===== config.mk =====
export PLATFORM = sky130hd
export DESIGN_NAME = serial_bus_arbiter
export DESIGN_NICKNAME = d
export VERILOG_FILES = /design/src/rtl/bus_pkg.sv /design/src/rtl/rr_arbiter.sv /design/src/rtl/serial_bus_arbiter.sv
export SDC_FILE = /design/constraint.sdc
export NUM_CORES = 1
export LEC_CHECK = 0
export BUFFER_PORTS_ARGS = -buffer_cell sky130_fd_sc_hd__buf_2
export CAP_MARGIN = 20
export CORE_AREA = 2 2 447 449
export DETAILED_ROUTE_END_ITERATION = 12
export DIE_AREA = 0 0 449 451
export PLACE_DENSITY = 0.34
export SYNTH_ARGS = -nofsm -noshare
export SYNTH_HDL_FRONTEND = slang
export SYNTH_HIERARCHICAL = 1
export SYNTH_SLANG_ARGS = --single-unit

===== constraint.sdc =====
create_clock -name clock -period 6.2 [get_ports clock]
set_input_delay 0 -clock clock [delete_from_list [all_inputs] [get_ports clock]]
set_output_delay 0 -clock clock [all_outputs]
set_load 0.005 [all_outputs]

===== src/rtl/bus_pkg.sv =====
// Shared definitions for the serial bus transmitter.
//   state_t          : transmitter FSM states (one per frame field plus IDLE/GAP)
//   FLD_*            : frame field order on the wire, first to last
//   CRC_POLY_DEFAULT : x^4+x+1 without the top term
//   frame_len()      : total frame length in bits for a given parameter set
//   max3()           : helper used to size the per-field bit counter
package bus_pkg;

    typedef enum logic [2:0] {
        ST_IDLE,
        ST_START,
        ST_SRC,
        ST_DST,
        ST_DATA,
        ST_CRC,
        ST_GAP
    } state_t;

    localparam int FLD_START = 0;
    localparam int FLD_SRC   = 1;
    localparam int FLD_DST   = 2;
    localparam int FLD_DATA  = 3;
    localparam int FLD_CRC   = 4;

    localparam logic [3:0] CRC_POLY_DEFAULT = 4'h3;

    function automatic int frame_len(input int addr_w, input int data_w, input int crc_w);
        return 1 + 2 * addr_w + data_w + crc_w;
    endfunction

    function automatic int max3(input int a, input int b, input int c);
        int m;
        m = (a > b) ? a : b;
        return (m > c) ? m : c;
    endfunction

endpackage


===== src/rtl/rr_arbiter.sv =====
// Combinational round-robin pick.
//   req     : per-node request bits
//   ptr     : node with highest priority this round (must be < N_NODES)
//   win_oh  : one-hot winner, zero when no request
//   win_idx : winner index
//   win_vld : at least one request present
// The search starts at ptr and walks upward with wrap-around; the pointer
// register itself lives in the parent.
module rr_arbiter #(
    parameter int N_NODES = 16,
    parameter int IDX_W   = $clog2(N_NODES)
) (
    input  logic [N_NODES-1:0] req,
    input  logic [IDX_W-1:0]   ptr,
    output logic [N_NODES-1:0] win_oh,
    output logic [IDX_W-1:0]   win_idx,
    output logic               win_vld
);

    int               jj;
    logic [IDX_W-1:0] j;

    always_comb begin
        win_oh  = '0;
        win_idx = '0;
        win_vld = 1'b0;
        jj      = 0;
        j       = '0;
        for (int k = 0; k < N_NODES; k++) begin
            jj = int'(ptr) + k;
            if (jj >= N_NODES) jj = jj - N_NODES;
            j = IDX_W'(jj);
            if (!win_vld && req[j]) begin
                win_vld    = 1'b1;
                win_idx    = j;
                win_oh[j]  = 1'b1;
            end
        end
    end

endmodule


===== src/rtl/serial_bus_arbiter.sv =====
// Round-robin shared-bus transmitter.
//   clock, reset : rising-edge clock, asynchronous active-high reset
//   req          : per-node transmit request (level)
//   data_in      : node i payload at [i*DATA_W +: DATA_W]
//   dest_addr    : node i destination at [i*ADDR_W +: ADDR_W]
//   grant        : one-cycle one-hot pulse with the start bit of node i's frame
//   done         : one-cycle one-hot pulse with the last CRC bit of node i's frame
//   bus_show     : registered serial line, frame MSB-first
//   bus_valid    : a frame bit is on bus_show
//   busy         : FSM is not in IDLE
// Frame: 1 | src | dst | payload | crc, followed by one idle GAP cycle.
// state_q/cnt_q always describe the bit currently on bus_show; the next bit
// is computed combinationally and registered, so bus_show has no comb path.
module serial_bus_arbiter
    import bus_pkg::*;
#(
    parameter int               N_NODES  = 16,
    parameter int               ADDR_W   = 4,
    parameter int               DATA_W   = 64,
    parameter int               CRC_W    = 4,
    parameter logic [CRC_W-1:0] CRC_POLY = CRC_W'(CRC_POLY_DEFAULT)
) (
    input  logic                        clock,
    input  logic                        reset,
    input  logic [N_NODES-1:0]          req,
    input  logic [N_NODES*DATA_W-1:0]   data_in,
    input  logic [N_NODES*ADDR_W-1:0]   dest_addr,
    output logic [N_NODES-1:0]          grant,
    output logic [N_NODES-1:0]          done,
    output logic                        bus_show,
    output logic                        bus_valid,
    output logic                        busy
);

    localparam int IDX_W  = $clog2(N_NODES);
    localparam int MSG_W  = 2 * ADDR_W + DATA_W;
    localparam int MAX_FW = max3(ADDR_W, DATA_W, CRC_W);
    localparam int CNT_W  = (MAX_FW > 1) ? $clog2(MAX_FW) : 1;

    state_t             state_q, state_d;
    logic [CNT_W-1:0]   cnt_q,   cnt_d;
    logic [IDX_W-1:0]   ptr_q,   ptr_d;
    logic [IDX_W-1:0]   src_q,   src_d;
    logic [MSG_W-1:0]   msg_q,   msg_d;
    logic [CRC_W-1:0]   crc_q,   crc_d;
    logic               bus_q,   bus_d;
    logic               vld_q,   vld_d;
    logic [N_NODES-1:0] grant_q, grant_d;
    logic [N_NODES-1:0] done_q,  done_d;

    logic [N_NODES-1:0] win_oh;
    logic [IDX_W-1:0]   win_idx;
    logic               win_vld;
    logic [DATA_W-1:0]  data_sel;
    logic [ADDR_W-1:0]  dest_sel;

    rr_arbiter #(
        .N_NODES (N_NODES),
        .IDX_W   (IDX_W)
    ) u_rr (
        .req     (req),
        .ptr     (ptr_q),
        .win_oh  (win_oh),
        .win_idx (win_idx),
        .win_vld (win_vld)
    );

    // Winner's payload/destination, selected with constant slices.
    always_comb begin
        data_sel = '0;
        dest_sel = '0;
        for (int i = 0; i < N_NODES; i++) begin
            if (win_oh[i]) begin
                data_sel = data_in[i*DATA_W +: DATA_W];
                dest_sel = dest_addr[i*ADDR_W +: ADDR_W];
            end
        end
    end

    logic last, shift_msg, shift_crc, fb;

    always_comb begin
        state_d   = state_q;
        cnt_d     = cnt_q;
        ptr_d     = ptr_q;
        src_d     = src_q;
        msg_d     = msg_q;
        crc_d     = crc_q;
        bus_d     = 1'b0;
        vld_d     = 1'b0;
        grant_d   = '0;
        done_d    = '0;
        shift_msg = 1'b0;
        shift_crc = 1'b0;
        fb        = 1'b0;

        case (state_q)
            ST_SRC, ST_DST: last = (cnt_q == CNT_W'(ADDR_W - 1));
            ST_DATA:        last = (cnt_q == CNT_W'(DATA_W - 1));
            ST_CRC:         last = (cnt_q == CNT_W'(CRC_W - 1));
            default:        last = 1'b1;
        endcase

        case (state_q)
            ST_IDLE: begin
                if (win_vld) begin
                    state_d = ST_START;
                    cnt_d   = '0;
                    ptr_d   = (win_idx == IDX_W'(N_NODES - 1)) ? '0 : win_idx + IDX_W'(1);
                    src_d   = win_idx;
                    msg_d   = {ADDR_W'(win_idx), dest_sel, data_sel};
                    crc_d   = '0;
                    bus_d   = 1'b1;
                    vld_d   = 1'b1;
                    grant_d = win_oh;
                end
            end
            ST_START: begin
                state_d   = ST_SRC;
                cnt_d     = '0;
                shift_msg = 1'b1;
            end
            ST_SRC, ST_DST: begin
                shift_msg = 1'b1;
                if (last) begin
                    state_d = (state_q == ST_SRC) ? ST_DST : ST_DATA;
                    cnt_d   = '0;
                end else begin
                    cnt_d = cnt_q + CNT_W'(1);
                end
            end
            ST_DATA: begin
                if (last) begin
                    state_d   = ST_CRC;
                    cnt_d     = '0;
                    shift_crc = 1'b1;
                end else begin
                    cnt_d     = cnt_q + CNT_W'(1);
                    shift_msg = 1'b1;
                end
            end
            ST_CRC: begin
                if (last) begin
                    state_d = ST_GAP;
                end else begin
                    cnt_d     = cnt_q + CNT_W'(1);
                    shift_crc = 1'b1;
                end
            end
            default: state_d = ST_IDLE;
        endcase

        // Each message bit enters the LFSR as it is loaded onto the line, so
        // the CRC is complete by the time the last payload bit is showing.
        if (shift_msg) begin
            bus_d = msg_q[MSG_W-1];
            vld_d = 1'b1;
            msg_d = msg_q << 1;
            fb    = msg_q[MSG_W-1] ^ crc_q[CRC_W-1];
            crc_d = {crc_q[CRC_W-2:0], 1'b0} ^ (fb ? CRC_POLY : '0);
        end
        if (shift_crc) begin
            bus_d = crc_q[CRC_W-1];
            vld_d = 1'b1;
            crc_d = crc_q << 1;
            if (cnt_d == CNT_W'(CRC_W - 1)) done_d = N_NODES'(1) << src_q;
        end
    end

    always_ff @(posedge clock or posedge reset) begin
        if (reset) begin
            state_q <= ST_IDLE;
            cnt_q   <= '0;
            ptr_q   <= '0;
            src_q   <= '0;
            msg_q   <= '0;
            crc_q   <= '0;
            bus_q   <= 1'b0;
            vld_q   <= 1'b0;
            grant_q <= '0;
            done_q  <= '0;
        end else begin
            state_q <= state_d;
            cnt_q   <= cnt_d;
            ptr_q   <= ptr_d;
            src_q   <= src_d;
            msg_q   <= msg_d;
            crc_q   <= crc_d;
            bus_q   <= bus_d;
            vld_q   <= vld_d;
            grant_q <= grant_d;
            done_q  <= done_d;
        end
    end

    assign grant     = grant_q;
    assign done      = done_q;
    assign bus_show  = bus_q;
    assign bus_valid = vld_q;
    assign busy      = (state_q != ST_IDLE);

endmodule


; ---- After elaboration in Yosys (flattened, before gate mapping)
; Index checks and enable logic that the tools add are counted.
[totals]
regBits = 127
input_bits = 1106
out_inout_bits = 35
wordCells = 376
[op_classes]
add_sub_neg = 33
magnitude_cmp = 48
eq_ne = 13
shifts = 1
mux = 194
bitwise = 17
n_reduce_logical = 60
[op_table]
columns = cell, n
row1 = two-way mux 64 bit, 16
row2 = two-way mux 16 bit, 20
row3 = OR 16 bit, 15
row4 = two-way mux 72 bit, 3
row5 = two-way mux 4 bit, 53
row6 = < comparator 4 x 5 -> 1 bit (second input constant), 16
row7 = >= comparator 5 bit (second input constant), 15
row8 = binary-select mux 1 bit (select 4 bit), 16
row9 = demux 1 bit (select 4 bit), 16
row10 = >= comparator 4 x 1 -> 1 bit (second input constant), 16
row11 = subtractor 4 x 1 -> 4 bit (second input constant), 16
row12 = two-way mux 1 bit, 56
row13 = adder 4 x 4 -> 5 bit (second input constant), 8
row14 = logical AND 1 bit, 31
row15 = one-hot mux 6 bit (4 select lines), 1
row16 = adder 4 x 3 -> 5 bit (second input constant), 4
row17 = two-way mux 6 bit, 3
row18 = << shifter 1 x 4 -> 16 bit (first input constant), 1
row19 = logical NOT 1 bit, 15
row20 = two-way mux 3 bit, 5
row21 = one-hot mux 3 bit (5 select lines), 1
row22 = equality test 6 x 2 -> 1 bit (second input constant), 2
row23 = adder 4 x 2 -> 5 bit (second input constant), 2
row24 = nonzero test 3 bit, 3
row25 = 21 further kinds, 32

; ---- Depth between registers and ports, before layout
; Gate-level depths: netlist (run 1).
[depth]
depth_word = 69
ltp_mapped = 26
mapped_depth_nobuf = 17

; ---- Modules after synthesis
; Netlist (run 1), hierarchy kept.
[modules_own_cells]
columns = module, n_inst, cells_per_inst, area_per_inst_um2
row1 = serial_bus_arbiter, 1, 1944, 13664.4
row2 = rr_arbiter, 1, 581, 4284.1

; ---- Worst setup path before layout (run 1)
; Ideal clock, no wire load.
[synth_path]
kind = reg-to-reg
startpoint = reg ptr_q[1]
endpoint = reg msg_q[11]
arrival_time_ns = 5.931
setup_slack_ns = 0.192
path_stages_with_launch = 26
cell_sequence = dfrtp_1 buf_4 buf_4 buf_1 inv_1 ha_1 buf_6 buf_6 mux2_1 mux4_2 mux2i_2 nand3_2 nor3_2 buf_2 nand2_1 a2111oi_2 a21oi_1 o211ai_1 clkinv_1 nand2_1 clkbuf_1 buf_1 o22ai_1 a2111oi_0 a31oi_1 a21oi_1
[synth_via]
word_cells_on_any_way = 273
[synth_rtl]
columns = item, line_no
row1 = from (decl), serial_bus_arbiter.sv:42  ; logic [IDX_W-1:0] ptr_q, ptr_d;
row2 = from (signal assigned), serial_bus_arbiter.sv:185  ; ptr_q <= ptr_d;
row3 = "parallel branches: the longest is 49 deep, another holds adder 4 x 1 -> 5 bit", --
row4 = two-way mux 16 bit (*), rr_arbiter.sv:33  ; if (!win_vld && req[j]) begin
row5 = via win_oh[10], serial_bus_arbiter.sv:51  ; logic [N_NODES-1:0] win_oh;
row6 = two-way mux 64 bit (*) (6 in series), serial_bus_arbiter.sv:73  ; if (win_oh[i]) begin
row7 = two-way mux 72 bit (*), serial_bus_arbiter.sv:106  ; if (win_vld) begin
row8 = two-way mux 72 bit (*), serial_bus_arbiter.sv:104  ; case (state_q)
row9 = two-way mux 72 bit (*), serial_bus_arbiter.sv:155  ; if (shift_msg) begin
row10 = to (signal assigned), serial_bus_arbiter.sv:187  ; msg_q <= msg_d;
row11 = to (decl), serial_bus_arbiter.sv:44  ; logic [MSG_W-1:0] msg_q, msg_d;
; Mark *: on every way through the listed nets, which the timed path passes. The select of a mux whose other input is x is not followed.
; A chain may end at the register's enable or synchronous reset.

; ---- Final worst setup path (run 1)
[layout_path]
startpoint = reg ptr_q[0]
endpoint = reg msg_q[51]
[layout_via]
word_cells_on_any_way = 273
[layout_rtl]
columns = item, line_no
row1 = "parallel branches: the longest is 49 deep, another holds adder 4 x 1 -> 5 bit", --
row2 = two-way mux 16 bit (*), rr_arbiter.sv:33
row3 = via win_oh[1], serial_bus_arbiter.sv:51
row4 = two-way mux 64 bit (*) (15 in series), serial_bus_arbiter.sv:73
row5 = two-way mux 72 bit (*), serial_bus_arbiter.sv:106
row6 = two-way mux 72 bit (*), serial_bus_arbiter.sv:104
row7 = two-way mux 72 bit (*), serial_bus_arbiter.sv:155
; Marks and branches as above.

==> results of run 1 <==
metal layers:
metal  up-vias  wire (microns)
met2      1603          107100
li1      13396               -
met1     15684           92120
met3       338           14330
met5         -             303
met4        46            9281
cell usage in the layout, fill, tap and decap left out, types with 108 or more instances in the layout:
cell type      count
buf_2           1140
buf_4            391
nor2_1           344
dlygate4sd3_1    283
o22ai_1          278
nand2_1          250
o21ai_0          171
dfrtp_1          127
a221oi_1         126
a21oi_1          108
sequential cells by signal, indices dropped and copies added (netlist names):
signal	cells
crc_q	4
bus_show	1
src_q	4
ptr_q	4
cnt_q	6
done	16
msg_q	72
bus_valid	1
grant	16
state_q	3
path summary, 6_finish.rpt:
check | endpoint | depth (start not counted) | startpoint
worst max-delay path | msg_q[51]$_DFFE_PP0P_ | 16 | ptr_q[0]$_DFFE_PP0P_
worst min-delay path | msg_q[40]$_DFFE_PP0P_ | 6 | data_in[40]
worst max register to register | msg_q[51]$_DFFE_PP0P_ | 16 | ptr_q[0]$_DFFE_PP0P_
worst min register to register | crc_q[2]$_DFFE_PP0P_ | 1 | crc_q[1]$_DFFE_PP0P_
max in group asynchronous | msg_q[8]$_DFFE_PP0P_ | 4 | reset
min in group asynchronous | done[3]$_DFF_PP0_ | 3 | reset
logic make-up after synthesis:
| family | after synthesis | synth area share, % |
|---|---|---|
| flops | 127 | 17.71 |
| mux | 84 | 7.048 |
| compound gates | 1183 | 46.71 |
| fa+ha+maj | 19 | 1.325 |
| buf+inv | 310 | 6.894 |
| simple gates | 788 | 19.63 |
| xor+xnor | 14 | 0.6831 |
repair_timing:
action / in CTS / in global routing
gates cloned: 0 / 0
hold buffers: 283 / 0
setup buffers: 0 / 3
gates resized for setup: 7 / 24
endpoints found under the hold margin: 146 / 0
setup endpoints to repair: 12 / 61
pin swaps: 0 / 2
area by class of cell:
cell class / count / area, sq um
fillers: 22972 / 163900
multi-input cells: 2088 / 13960
repair buffers: 1890 / 12980
well taps: 2656 / 3323
flip-flops and latches: 127 / 3178
clock buffers: 17 / 425.4
clock inverters: 15 / 166.4
diodes: 56 / 140.1
inverters: 33 / 138.9
worst max-delay path, stage by stage, from the launching register on:
cell and delay, ns:
dfrtp_1 0.40, buf_6 0.27, mux4_1 0.70, mux4_2 0.66
and3_1 0.25, buf_4 0.20, a311oi_1 0.43, o221ai_1 0.32
a2111oi_1 0.51, buf_4 0.20, nand3_4 0.16, buf_12 0.21
a221oi_1 0.63, o21ai_0 0.15, a221o_1 0.56, a31oi_1 0.25
a21oi_1 0.09
metrics by stage:
stage / util [%] / power [mW]
floorplan: - / 12.71
global placement: 15.41 / 28.04
detailed placement: 15.42 / 27.79
CTS: 17.17 / 29.61
global route: 17.28 / 31.13
finish: 17.31 / 29.80
power breakdown:
group | internal [mW] | switching, mW
Combinational | 10.4 | 16.9
Clock | 0.571 | 0.592
Sequential | 1.09 | 0.204
Total | 12.1 | 17.7
==> results.json, run 1 <==
{
  "synth.cell_area_sq_um": 17950,
  "clockBufferDepth": 2,
  "place_congestion": 0.9919,
  "final_cells": 6882,
  "layout-drive-gt1-share_pct": 42.23,
  "drtIter0Drc": 3594,
  "wl_per_cell_microns": 32.42,
  "yosysWarnings": 6,
  "cts.htree.levels": 4,
  "use_met2_pct": 35.18,
  "numCtsBuffers": 17,
  "ys_seq_elements": 127,
  "worst_setup_path_start_kind": "flop",
  "drcViolationCount": 0,
  "io_buffers": 1140,
  "use_met3_pct": 3.955,
  "nNetsFinal": 5282,
  "maxCapViolCount": 0,
  "p_per_area_nw_per_um2": 868.6,
  "syn-num-nets": 3650,
  "via_per_inst": 4.514,
  "synth_top_area_share_pct": 17.71,
  "final_cell_area_sq_um": 34310,
  "clkLatencyLatePin_ns": 0.55,
  "placed_area_sq_um": 30560,
  "groute.usage.overall_pct": 20.98,
  "crit_fanout": 27,
  "holdWs_ns": 0.07672,
  "synth_area_leaders": "dfrtp_1 18%, o22ai_1 9.7%, nor2_1 7.2%",
  "routed_wl_microns": 223100,
  "hpwl_microns": 192200,
  "gr-total-overflow": 0,
  "ant_nets": 0,
  "reg2reg_slack_ns": -0.03,
  "cts_tree": "done",
  "synthArstFlopShare_pct": 100.0,
  "antenna_found_initial": 111,
  "drv_slew": 0,
  "required_ns": 6.61,
  "max-slew-margin-rel_pct": 31.98,
  "grt_pass1_vias": 30287,
  "syn2layout_area_growth_pct": 91.13,
  "skew_ns": 0.01815,
  "dp_cells": 6508,
  "synth_edf_count": 0,
  "run_status": "complete, but fails checks",
  "num_rows": 164,
  "worst-setup-path-type": "reg2reg",
  "top_usage_layer": "met2",
  "hp-class": "in2reg",
  "hold_violations": 0,
  "clock-sinks": 127,
  "synth_most_common_cell": "nor2_1",
  "power.leakage_nw": 15.23,
  "setup_slack_ns": -0.03296,
  "max_freq_ghz": 0.1604,
  "synth-seq-area-share_pct": 17.71,
  "core_sq_um": 198200,
  "vias": 31067,
  "clkTransAtPathRegs_ns": 0.09,
  "avgSynthCellArea_sq_um": 7.108,
  "setup_viol": 1,
  "start_util_pct": 9.055,
  "dp_slack_ns": -0.3071,
  "die_y_microns": 451,
  "met1_usage_pct": 26.38,
  "synth_commonest_cells": "345 x nor2_1, 278 x o22ai_1, 253 x nand2_1",
  "post-route-period-util_pct": 100.5,
  "cts_root_buf": "clkbuf_16",
  "grt_pass1_wl_microns": 286800,
  "io-pin-count": 1141,
  "synth_area_leader_cell": "dfrtp_1",
  "rsz0062_at_grt": "yes",
  "violations": "setup timing",
  "die_x_microns": 449,
  "end_kind": "flop",
  "layout_min_cycle_time_ns": 6.233,
  "grt_max_degree": 80,
  "drt_first_pass_iters": 6,
  "postSynthCellCount": 2525,
  "synth_ff_type": "dfrtp_1",
  "critPathArrivalTime_ns": 6.64,
  "die_area_sq_um": 202500,
  "tightestPinTransition_ns": 0.9945,
  "yosysUniqueCellTypes": 93,
  "peakVddDrop_uv": 672.4,
  "tns_ns": -0.03296
}
Note: power is estimated with default switching activity, not from simulation.
==> inputs of run 2 (changes only) <==
- CELL_PAD_IN_SITES_DETAIL_PLACEMENT: default -> 1
- CELL_PAD_IN_SITES_GLOBAL_PLACEMENT: default -> 1
- CORE_AREA: 2 2 447 449 -> 2 2 442 444
- DIE_AREA: 0 0 449 451 -> 0 0 444 446
- PLACE_DENSITY: 0.34 -> 0.42
- SKIP_CTS_REPAIR_TIMING: default -> 1
==> run 2 against run 1 <==
  * The run ends with hold timing left
  * Final cell count fell by 4.0%
  * Largest power group unchanged
  * Die area fell by 2.2%
  * Non-clock buffer count fell by 179
  * Clock-buffer cell count did not move
==> results.json, run 2 (synthesis gave the netlist of run 1 again) <==
{
  "max_freq_ghz": 0.1639,
  "setup_slack_ns": 0.09965,
  "cp_common_cell": "buf_4",
  "wl_met1_microns": 93520,
  "hp-class": "in2reg",
  "place_congestion": 0.9446,
  "grt_pass1_wl_microns": 285900,
  "core_sq_um": 193600,
  "numCtsBuffers": 17,
  "maxCapViolCount": 0,
  "end_kind": "flop",
  "layout_min_cycle_time_ns": 6.100,
  "setup_viol": 0,
  "die_x_microns": 444,
  "worst-setup-path-type": "reg2reg",
  "dp_slack_ns": -0.3487,
  "p_per_area_nw_per_um2": 898.1,
  "cts.htree.levels": 4,
  "syn2layout_area_growth_pct": 78.28,
  "worst_setup_path_start_kind": "flop",
  "drt_first_pass_iters": 5,
  "vias": 29906,
  "critPathArrivalTime_ns": 6.56,
  "peakVddDrop_uv": 722.7,
  "io-pin-count": 1141,
  "routed_wl_microns": 222400,
  "drcViolationCount": 0,
  "cts_root_buf": "clkbuf_16",
  "largest_reg_flops": 72,
  "dr_wl_met3_microns": 11490,
  "wl_per_cell_microns": 33.67,
  "placed_area_sq_um": 30380,
  "cts_tree": "done",
  "routed.top_layer": "met5",
  "grt_max_degree": 93,
  "grt_pass1_vias": 29999,
  "crit_fanout": 25,
  "hpwl_microns": 190100,
  "post-route-period-util_pct": 98.39,
  "die_area_sq_um": 198000,
  "hold_violations": 12,
  "groute.usage.overall_pct": 21.44,
  "cp.buffers_inverters": 6,
  "multi_input_area_sq_um": 13950,
  "layout-drive-gt1-share_pct": 44.78,
  "violations": "hold timing",
  "holdWs_ns": -0.03945,
  "via_per_inst": 4.528,
  "antenna_found_initial": 87,
  "drv_slew": 0,
  "die_y_microns": 446,
  "route.met2.wl_microns": 107000,
  "final_common_cell": "buf_2",
  "crit_chain": "inv_1, ha_1, buf_12, mux2_2, mux4_2, mux2i_1, nand2_1, nand2_1, nor4_1, buf_4, buf_4, o21a_1, a2111oi_1, nand4_1, buf_12, buf_4, a2111oi_2, a31oi_1, a21oi_1",
  "p_total_mw": 28.74,
  "num_rows": 162,
  "ant_nets": 0,
  "clockBufferDepth": 2,
  "final_cell_mix": "1141 x buf_2, 442 x buf_4, 345 x nor2_1",
  "fillerInstances": 23481,
  "start_util_pct": 9.272,
  "gr-total-overflow": 0,
  "seqCellArea_sq_um": 3178,
  "drtIter0Drc": 2574,
  "required_ns": 6.66,
  "clock-sinks": 127,
  "clkTransAtPathRegs_ns": 0.08,
  "crit_family": "compound AO/OA/AOI/OAI gates",
  "power.leakage_nw": 14.27,
  "tightestPinTransition_ns": 1.101,
  "max-slew-margin-rel_pct": 26.48,
  "clkLatencyLatePin_ns": 0.53,
  "run_status": "complete, but fails checks",
  "io_buffers": 1140,
  "final_cell_area_sq_um": 32000,
  "cp_slowest_cell": "a2111oi_2",
  "regMostFlops": "msg_q",
  "skew_ns": 0.01581,
  "max_stage_delay_ns": 0.87,
  "nNetsFinal": 5103
}
-- run 2: cell type report --
class / instances / share of cell area (%)
multi-input cells: 2088 / 43.58
flip-flops and latches: 127 / 9.932
repair buffers: 1711 / 33.79
clock buffers: 17 / 1.329
diodes: 71 / 0.5552
well taps: 2542 / 9.940
inverters: 33 / 0.4379
clock inverters: 15 / 0.4340
-- run 2: worst paths after layout --
| path | from | to | slack [ns] | depth (start not counted) |
|---|---|---|---|---|
| hold reg to reg | crc_q[2]$_DFFE_PP0P_ | crc_q[3]$_DFFE_PP0P_ | 0.51 | 1 |
| setup / recovery | ptr_q[1]$_DFFE_PP0P_ | msg_q[64]$_DFFE_PP0P_ | 0.1 | 19 |
| max in group asynchronous | reset | msg_q[27]$_DFFE_PP0P_ | 4.31 | 5 |
| hold / removal | data_in[1011] | msg_q[51]$_DFFE_PP0P_ | -0.04 | 5 |
| min in group asynchronous | reset | msg_q[48]$_DFFE_PP0P_ | 0.59 | 4 |
| setup reg to reg | ptr_q[1]$_DFFE_PP0P_ | msg_q[64]$_DFFE_PP0P_ | 0.1 | 19 |
-- run 2: tightest hold or removal path: stages --
cell and delay [ns]:
buf_2 0.08, a221oi_1 0.07, o2bb2ai_1 0.13, a31oi_1 0.04
a21oi_1 0.13
-- run 2: per-layer routing --
metal,global-route usage (%),vias up
li1,-,13056
met4,9.556,42
met1,26.96,15231
met2,35.89,1300
met3,3.434,277
met5,0,-
-- run 2: per-stage QoR --
| stage | std cells | setup TNS (ns) | hold slack, ns | util [%] |
|---|---|---|---|---|
| CTS | 6461 | -1.214 | -0.6202 | 15.98 |
| global placement | 6426 | -2.326 | 0.02149 | 15.69 |
| floorplan | 2525 | 0 | 0.2049 | - |
| finish | 6604 | 0 | -0.03945 | 16.53 |
| global route | 6590 | -0.008815 | 0.001135 | 16.51 |
| detailed placement | 6429 | -0.9102 | 0.02183 | 15.69 |
-- run 2: where the power goes --
part           total [mW]  leakage (nW)  internal, mW  switching, mW
clock network        1.14         0.273         0.532          0.604
logic                26.3          12.4          9.84           16.4
registers            1.32          1.57          1.09          0.230
total                28.7          14.3          11.5           17.3
